--- config.mk ---
export PLATFORM = sky130hd
export DESIGN_NAME = reversible_adder_pipe_flat
export DESIGN_NICKNAME = d
export VERILOG_FILES = /design/src/rtl/reversible_adder_pipe_if.sv /design/src/rtl/reversible_adder_pipe.sv /design/src/flat_wrapper.sv
export SDC_FILE = /design/constraint.sdc
export NUM_CORES = 1
export LEC_CHECK = 0
export ABC_AREA = 1
export ABC_CLOCK_PERIOD_IN_PS = 2300
export CELL_PAD_IN_SITES_DETAIL_PLACEMENT = 1
export CELL_PAD_IN_SITES_GLOBAL_PLACEMENT = 1
export CORE_MARGIN = 2
export CORE_UTILIZATION = 37
export CTS_CLUSTER_SIZE = 10
export DETAILED_ROUTE_END_ITERATION = 7
export PLACE_DENSITY_LB_ADDON = 0.1
export SLEW_MARGIN = 20
export SYNTH_ARGS = -nofsm -noshare
export SYNTH_HDL_FRONTEND = slang
export SYNTH_SLANG_ARGS = --single-unit
--- constraint.sdc ---
create_clock -name clk -period 2.3 [get_ports clk]
set_input_delay 0.46 -clock clk [delete_from_list [all_inputs] [get_ports clk]]
set_output_delay 0.46 -clock clk [all_outputs]
set_load 0.005 [all_outputs]
--- src/rtl/reversible_adder_pipe_if.sv ---
// Operand/result bus for reversible_adder_pipe: input beat handshake, result
// beat handshake and the consumed-beat counter.
interface reversible_adder_pipe_if #(
  parameter int WIDTH = 8,
  parameter int CNT_W = 16
);
  logic             in_valid;
  logic             in_ready;
  logic             mode;
  logic [WIDTH-1:0] a;
  logic [WIDTH-1:0] b;
  logic [WIDTH-1:0] anc;
  logic             cin;
  logic             out_valid;
  logic             out_ready;
  logic [WIDTH-1:0] sum;
  logic             cout;
  logic [WIDTH-1:0] g_a;
  logic [WIDTH-1:0] g_ab;
  logic [CNT_W-1:0] op_count;

  modport master (
    output in_valid, mode, a, b, anc, cin, out_ready,
    input  in_ready, out_valid, sum, cout, g_a, g_ab, op_count
  );

  modport slave (
    input  in_valid, mode, a, b, anc, cin, out_ready,
    output in_ready, out_valid, sum, cout, g_a, g_ab, op_count
  );
endinterface

--- src/rtl/reversible_adder_pipe.sv ---
// Two-stage elastic reversible adder/subtractor with garbage lines (g_a, g_ab).
// Optional macro REV_ANC_CHECK_EN adds the sticky dirty-ancilla flag anc_err.
module reversible_adder_pipe #(
  parameter int WIDTH = 8,
  parameter int CNT_W = 16
) (
  input  logic                   clk,
  input  logic                   reset,
`ifdef REV_ANC_CHECK_EN
  output logic                   anc_err,
`endif
  reversible_adder_pipe_if.slave bus
);

  logic             s1_valid_q, s1_valid_d;
  logic             s1_mode_q,  s1_mode_d;
  logic             s1_cin_q,   s1_cin_d;
  logic [WIDTH-1:0] s1_a_q,     s1_a_d;
  logic [WIDTH-1:0] s1_b_q,     s1_b_d;
  logic [WIDTH-1:0] s1_anc_q,   s1_anc_d;
  logic             s2_valid_q, s2_valid_d;
  logic [WIDTH-1:0] s2_sum_q,   s2_sum_d;
  logic             s2_cout_q,  s2_cout_d;
  logic [WIDTH-1:0] s2_ga_q,    s2_ga_d;
  logic [WIDTH-1:0] s2_gab_q,   s2_gab_d;
  logic [CNT_W-1:0] count_q,    count_d;

  logic             s1_adv_s;
  logic             in_fire_s;
  logic             out_fire_s;
  logic [WIDTH:0]   add_s;
  logic [WIDTH:0]   sub_s;
  logic [WIDTH:0]   res_s;

  assign s1_adv_s   = s1_valid_q & (~s2_valid_q | bus.out_ready);
  assign bus.in_ready = ~reset & (~s1_valid_q | s1_adv_s);
  assign in_fire_s  = bus.in_valid & bus.in_ready;
  assign out_fire_s = s2_valid_q & bus.out_ready;

  // Bit WIDTH of the subtraction is the borrow-out: it is set exactly when a < b + cin.
  always_comb begin
    add_s = {1'b0, s1_a_q} + {1'b0, s1_b_q} + {{WIDTH{1'b0}}, s1_cin_q};
    sub_s = {1'b0, s1_a_q} - {1'b0, s1_b_q} - {{WIDTH{1'b0}}, s1_cin_q};
    if (s1_mode_q) begin
      res_s = sub_s;
    end else begin
      res_s = add_s;
    end
  end

  always_comb begin
    s1_valid_d = in_fire_s | (s1_valid_q & ~s1_adv_s);
    s2_valid_d = s1_adv_s | (s2_valid_q & ~out_fire_s);
    s1_mode_d  = s1_mode_q;
    s1_cin_d   = s1_cin_q;
    s1_a_d     = s1_a_q;
    s1_b_d     = s1_b_q;
    s1_anc_d   = s1_anc_q;
    s2_sum_d   = s2_sum_q;
    s2_cout_d  = s2_cout_q;
    s2_ga_d    = s2_ga_q;
    s2_gab_d   = s2_gab_q;
    count_d    = count_q;
    if (in_fire_s) begin
      s1_mode_d = bus.mode;
      s1_cin_d  = bus.cin;
      s1_a_d    = bus.a;
      s1_b_d    = bus.b;
      s1_anc_d  = bus.anc;
    end else begin
      s1_mode_d = s1_mode_q;
    end
    if (s1_adv_s) begin
      s2_sum_d  = res_s[WIDTH-1:0];
      s2_cout_d = res_s[WIDTH];
      s2_ga_d   = s1_a_q;
      s2_gab_d  = s1_a_q ^ s1_b_q ^ s1_anc_q;
    end else begin
      s2_sum_d  = s2_sum_q;
    end
    if (out_fire_s) begin
      count_d = count_q + {{(CNT_W-1){1'b0}}, 1'b1};
    end else begin
      count_d = count_q;
    end
  end

  // Pipeline state; reset wins over any handshake on the same edge.
  always_ff @(posedge clk) begin
    if (reset) begin
      s1_valid_q <= 1'b0;
      s1_mode_q  <= 1'b0;
      s1_cin_q   <= 1'b0;
      s1_a_q     <= '0;
      s1_b_q     <= '0;
      s1_anc_q   <= '0;
      s2_valid_q <= 1'b0;
      s2_sum_q   <= '0;
      s2_cout_q  <= 1'b0;
      s2_ga_q    <= '0;
      s2_gab_q   <= '0;
      count_q    <= '0;
    end else begin
      s1_valid_q <= s1_valid_d;
      s1_mode_q  <= s1_mode_d;
      s1_cin_q   <= s1_cin_d;
      s1_a_q     <= s1_a_d;
      s1_b_q     <= s1_b_d;
      s1_anc_q   <= s1_anc_d;
      s2_valid_q <= s2_valid_d;
      s2_sum_q   <= s2_sum_d;
      s2_cout_q  <= s2_cout_d;
      s2_ga_q    <= s2_ga_d;
      s2_gab_q   <= s2_gab_d;
      count_q    <= count_d;
    end
  end

  assign bus.out_valid = s2_valid_q;
  assign bus.sum       = s2_sum_q;
  assign bus.cout      = s2_cout_q;
  assign bus.g_a       = s2_ga_q;
  assign bus.g_ab      = s2_gab_q;
  assign bus.op_count  = count_q;

`ifdef REV_ANC_CHECK_EN
  logic anc_err_q, anc_err_d;

  assign anc_err_d = anc_err_q | (in_fire_s & (|bus.anc));

  // Sticky flag: any accepted beat carrying a dirty ancilla latches it until reset.
  always_ff @(posedge clk) begin
    if (reset) begin
      anc_err_q <= 1'b0;
    end else begin
      anc_err_q <= anc_err_d;
    end
  end

  assign anc_err = anc_err_q;
`else
  // Ancilla is passed through to g_ab only; no check logic in this build.
`endif

endmodule

--- src/flat_wrapper.sv ---
// flat-port wrapper written by rule: the top's interface ports become plain ports
module reversible_adder_pipe_flat 
#(
  parameter int WIDTH = 8,
  parameter int CNT_W = 16
)
  (clk, reset, bus_in_valid, bus_mode, bus_a, bus_b, bus_anc, bus_cin, bus_out_ready, bus_in_ready, bus_out_valid, bus_sum, bus_cout, bus_g_a, bus_g_ab, bus_op_count);
  reversible_adder_pipe_if #(.WIDTH(WIDTH), .CNT_W(CNT_W)) bus_i ();
  input  logic clk;
  input  logic reset;
  input wire logic [$bits(bus_i.in_valid)-1:0] bus_in_valid;
  input wire logic [$bits(bus_i.mode)-1:0] bus_mode;
  input wire logic [$bits(bus_i.a)-1:0] bus_a;
  input wire logic [$bits(bus_i.b)-1:0] bus_b;
  input wire logic [$bits(bus_i.anc)-1:0] bus_anc;
  input wire logic [$bits(bus_i.cin)-1:0] bus_cin;
  input wire logic [$bits(bus_i.out_ready)-1:0] bus_out_ready;
  output wire logic [$bits(bus_i.in_ready)-1:0] bus_in_ready;
  output wire logic [$bits(bus_i.out_valid)-1:0] bus_out_valid;
  output wire logic [$bits(bus_i.sum)-1:0] bus_sum;
  output wire logic [$bits(bus_i.cout)-1:0] bus_cout;
  output wire logic [$bits(bus_i.g_a)-1:0] bus_g_a;
  output wire logic [$bits(bus_i.g_ab)-1:0] bus_g_ab;
  output wire logic [$bits(bus_i.op_count)-1:0] bus_op_count;
  assign bus_i.in_valid = bus_in_valid;
  assign bus_i.mode = bus_mode;
  assign bus_i.a = bus_a;
  assign bus_i.b = bus_b;
  assign bus_i.anc = bus_anc;
  assign bus_i.cin = bus_cin;
  assign bus_i.out_ready = bus_out_ready;
  assign bus_in_ready = bus_i.in_ready;
  assign bus_out_valid = bus_i.out_valid;
  assign bus_sum = bus_i.sum;
  assign bus_cout = bus_i.cout;
  assign bus_g_a = bus_i.g_a;
  assign bus_g_ab = bus_i.g_ab;
  assign bus_op_count = bus_i.op_count;
  reversible_adder_pipe #(.WIDTH(WIDTH), .CNT_W(CNT_W)) u_core (.clk(clk), .reset(reset), .bus(bus_i));
endmodule
==> impl_metrics.ini <==
[finish]
multi_input_area_um2 = 1876
area_growth_pct = 31.99
layout_common_cells = nand2_1 (112), clkdlybuf4s50_1 (71), dfxtp_1 (69)
finish.utilization_pct = 50.81
diodes = 0
final_common_cell = nand2_1
fill_cells = 1174
nets = 622
drive_gt1_share_pct = 7.018
seqCellArea_um2 = 1381
design_area_um2 = 4740
layoutNonFillerInstCount = 699

[logic_synthesis]
synth-simple-area-share_pct = 22.20
synth_warnings = 0
synth.area.top_cells = dfxtp_1 (38%), nand2_1 (12%), ha_1 (8.0%), inv_1 (6.9%), o21ai_0 (5.9%)
muxShareOfSynthArea_pct = 0
synth_top_area_cell = dfxtp_1
syn_nets = 547
synthAdderAreaFrac_pct = 10.24
synth_cells = 490
synthXorXnorAreaFrac_pct = 2.927
syn_area_um2 = 3591
ys.flop_type = dfxtp_1
synth_top_area_share_pct = 38.47
ys_seq_area_share_pct = 38.47
synth_edf_count = 0
synth.distinct_cells = 34
avgSynthCellArea_um2 = 7.328
synth_top_family_by_area = simple AND/OR/NAND/NOR gates
ys_ff_latch = 69
synth_compound_area_share_pct = 16.66
async_reset_ff_share_pct = 0

[timing]
fin_ws_ps = 184.2
maxSlewViolCount = 0
fin_crit_sh_pct = 91.99
worst_slew_pin_slew_ps = 479.6
hold_viol_final = 0
max-slew-margin-rel_pct = 67.98
worst_clock_skew_ps = 11.51
rsz0062_at_grt = false
fin_setup_tns_ps = 0
min_period_ps = 2116
fmax_ghz = 0.4726
fin_hold_ws_ps = 479.0
report.final.setup_viol = 0

[clock_network]
cts.hold.buffers_added = 0
cts_tree = yes
cts_root_buf = clkbuf_8
numCtsBuffers = 9
post_cts_buffers = 0
htreeDepth = 3
cts.sinks = 69
cts.path.max_buffers = 2
clk_pin_slew_ps = 80
worstSkewPairLatency_ps = 350

[grt]
antenna_found_initial = 0
grt_pass1_vias = 3394
grt.overflow.total = 0
grt_max_degree = 53
grt_pass1_wl_um = 16170
track_usage_pct = 19.75

[power_and_ir_drop]
intPower_mw = 2.293
power_density_nw_per_um2 = 675.8
switching_share_pct = 28.39
power.leakage_nw = 2.052
power_frac_comb_pct = 21.2
seqPwrFrac_pct = 41.1
power_switching_mw = 0.9095
clkPwrFrac_pct = 37.7
total_power_mw = 3.203
peakVddDrop_mv = 0.2905

[placed_design]
dp_cells = 683
place.gp.congestion = 0.8258
dpl.hpwl_um = 7238
dpl_cell_area_um2 = 4496
io_buffers = 72
place_ws_ps = 35.50

[worst_setup_path]
crit_chain = inv_1 > fa_1 > fa_1 > nand2_1 > nand2_1 > nand2_1 > nand2_1 > nand2_1 > nand2_1 > nand3_1 > nand3_1 > nand2_1 > inv_1
endpoint_kind = flop
critical_path_class = flop to flop
critPathArrivalTime_ps = 2370
cpMostUsedCell = nand2_1
critPathSlowestCell = fa_1
cp_slowest_stage_delay_ps = 460
critPathMaxFanout = 4
crit_required_ps = 2560
cp-start-kind = flop

[worst_hold_path]
hold_class = flop to flop

[floorplanning]
die_h_um = 102.5
core_area_um2 = 9328
rows = 35
die_area_um2 = 10510
num_io_pins = 73
initial_utilization_pct = 38.50
die_width_um = 102.5

[outcome]
status = complete, no violations

[run]
maxCapViolations = 0

[drt]
wl_per_cell_um = 13.96
drc = 0
ant_nets = 0
dr.first_iter.drc_count = 65
num_vias = 3392
drt-total-wl_um = 9756
dr.pass1.iters = 4
via_per_inst = 4.853
## sequential cells by signal, indices dropped and copies added (netlist names)
name                  cells
u_core.bus.cout           1
u_core.bus.g_a            8
u_core.bus.g_ab           8
u_core.bus.op_count      16
u_core.bus.out_valid      1
u_core.bus.sum            8
u_core.s1_a_q             8
u_core.s1_anc_q           8
u_core.s1_b_q             8
u_core.s1_cin_q           1
u_core.s1_mode_q          1
u_core.s1_valid_q         1
## repair_timing
action / in CTS / in global routing
gates resized for setup: 0 / 3
endpoints found under the setup margin: 0 / 4
hold endpoints to repair: 0 / 0
## synth_stat cells (all sizes together), types with 6 or more instances
master / number
nand3: 19
a21oi: 40
dfxtp: 69
ha: 23
xor2: 9
o31ai: 12
clkbuf: 6
nor3: 6
nand2: 115
inv: 69
o21ai: 48
buf: 12
nor2: 35
## area by class of cell
| cell class | count | share of cell area, % |
|---|---|---|
| Tap cell | 129 | 3.405 |
| Clock inverter | 6 | 2.350 |
| Clock buffer | 10 | 2.693 |
| Multi-Input combinational cell | 334 | 39.57 |
| Sequential cell | 69 | 29.14 |
| Timing Repair Buffer | 82 | 17.37 |
| Inverter | 69 | 5.465 |
## cell families after synthesis
| family | count (synthesis) |
|---|---|
| AOI/OAI and AO/OA | 109 |
| xor gates and xnor gates | 12 |
| DFF | 69 |
| buffers and inverters | 87 |
| adders and majority gates | 27 |
| and+or+nand+nor | 186 |
## worst paths after layout
kind              slack, ps                           from                         endpoint  cells past startpoint
hold / removal          480   u_core.s1_valid_q$_SDFF_PP0_  u_core.bus.out_valid$_SDFF_PP0_                      2
setup / recovery        180  u_core.s1_a_q[0]$_SDFFE_PP0P_   u_core.bus.sum[6]$_SDFFE_PP0P_                     13
hold reg to reg         480   u_core.s1_valid_q$_SDFF_PP0_  u_core.bus.out_valid$_SDFF_PP0_                      2
setup reg to reg        180  u_core.s1_a_q[0]$_SDFFE_PP0P_   u_core.bus.sum[6]$_SDFFE_PP0P_                     13
## power groups by stage
stage	clock network (mW)	registers (mW)	logic, mW
floorplan	0	1.33	0.417
global placement	0	1.34	0.656
detailed placement	0	1.34	0.677
CTS	1.24	1.32	0.686
global route	1.29	1.33	0.773
finish	1.21	1.32	0.679
## worst max-delay path, delay by kind of cell, from the launching register on
family                     cells  cell delay (ps)
adders and majority gates      2              870
buffers and inverters          2              140
DFF                            1              340
and+or+nand+nor                9              700
## routing by layer
layer  vias to the layer above  wire [um]  track usage [%]
met5                         -          0                0
met4                         0        122            6.051
met3                        10        303            3.322
met2                        52       4534            31.93
met1                      1599       4796            27.10
li1                       1731          -                -
(Power assumes the default switching activity.)
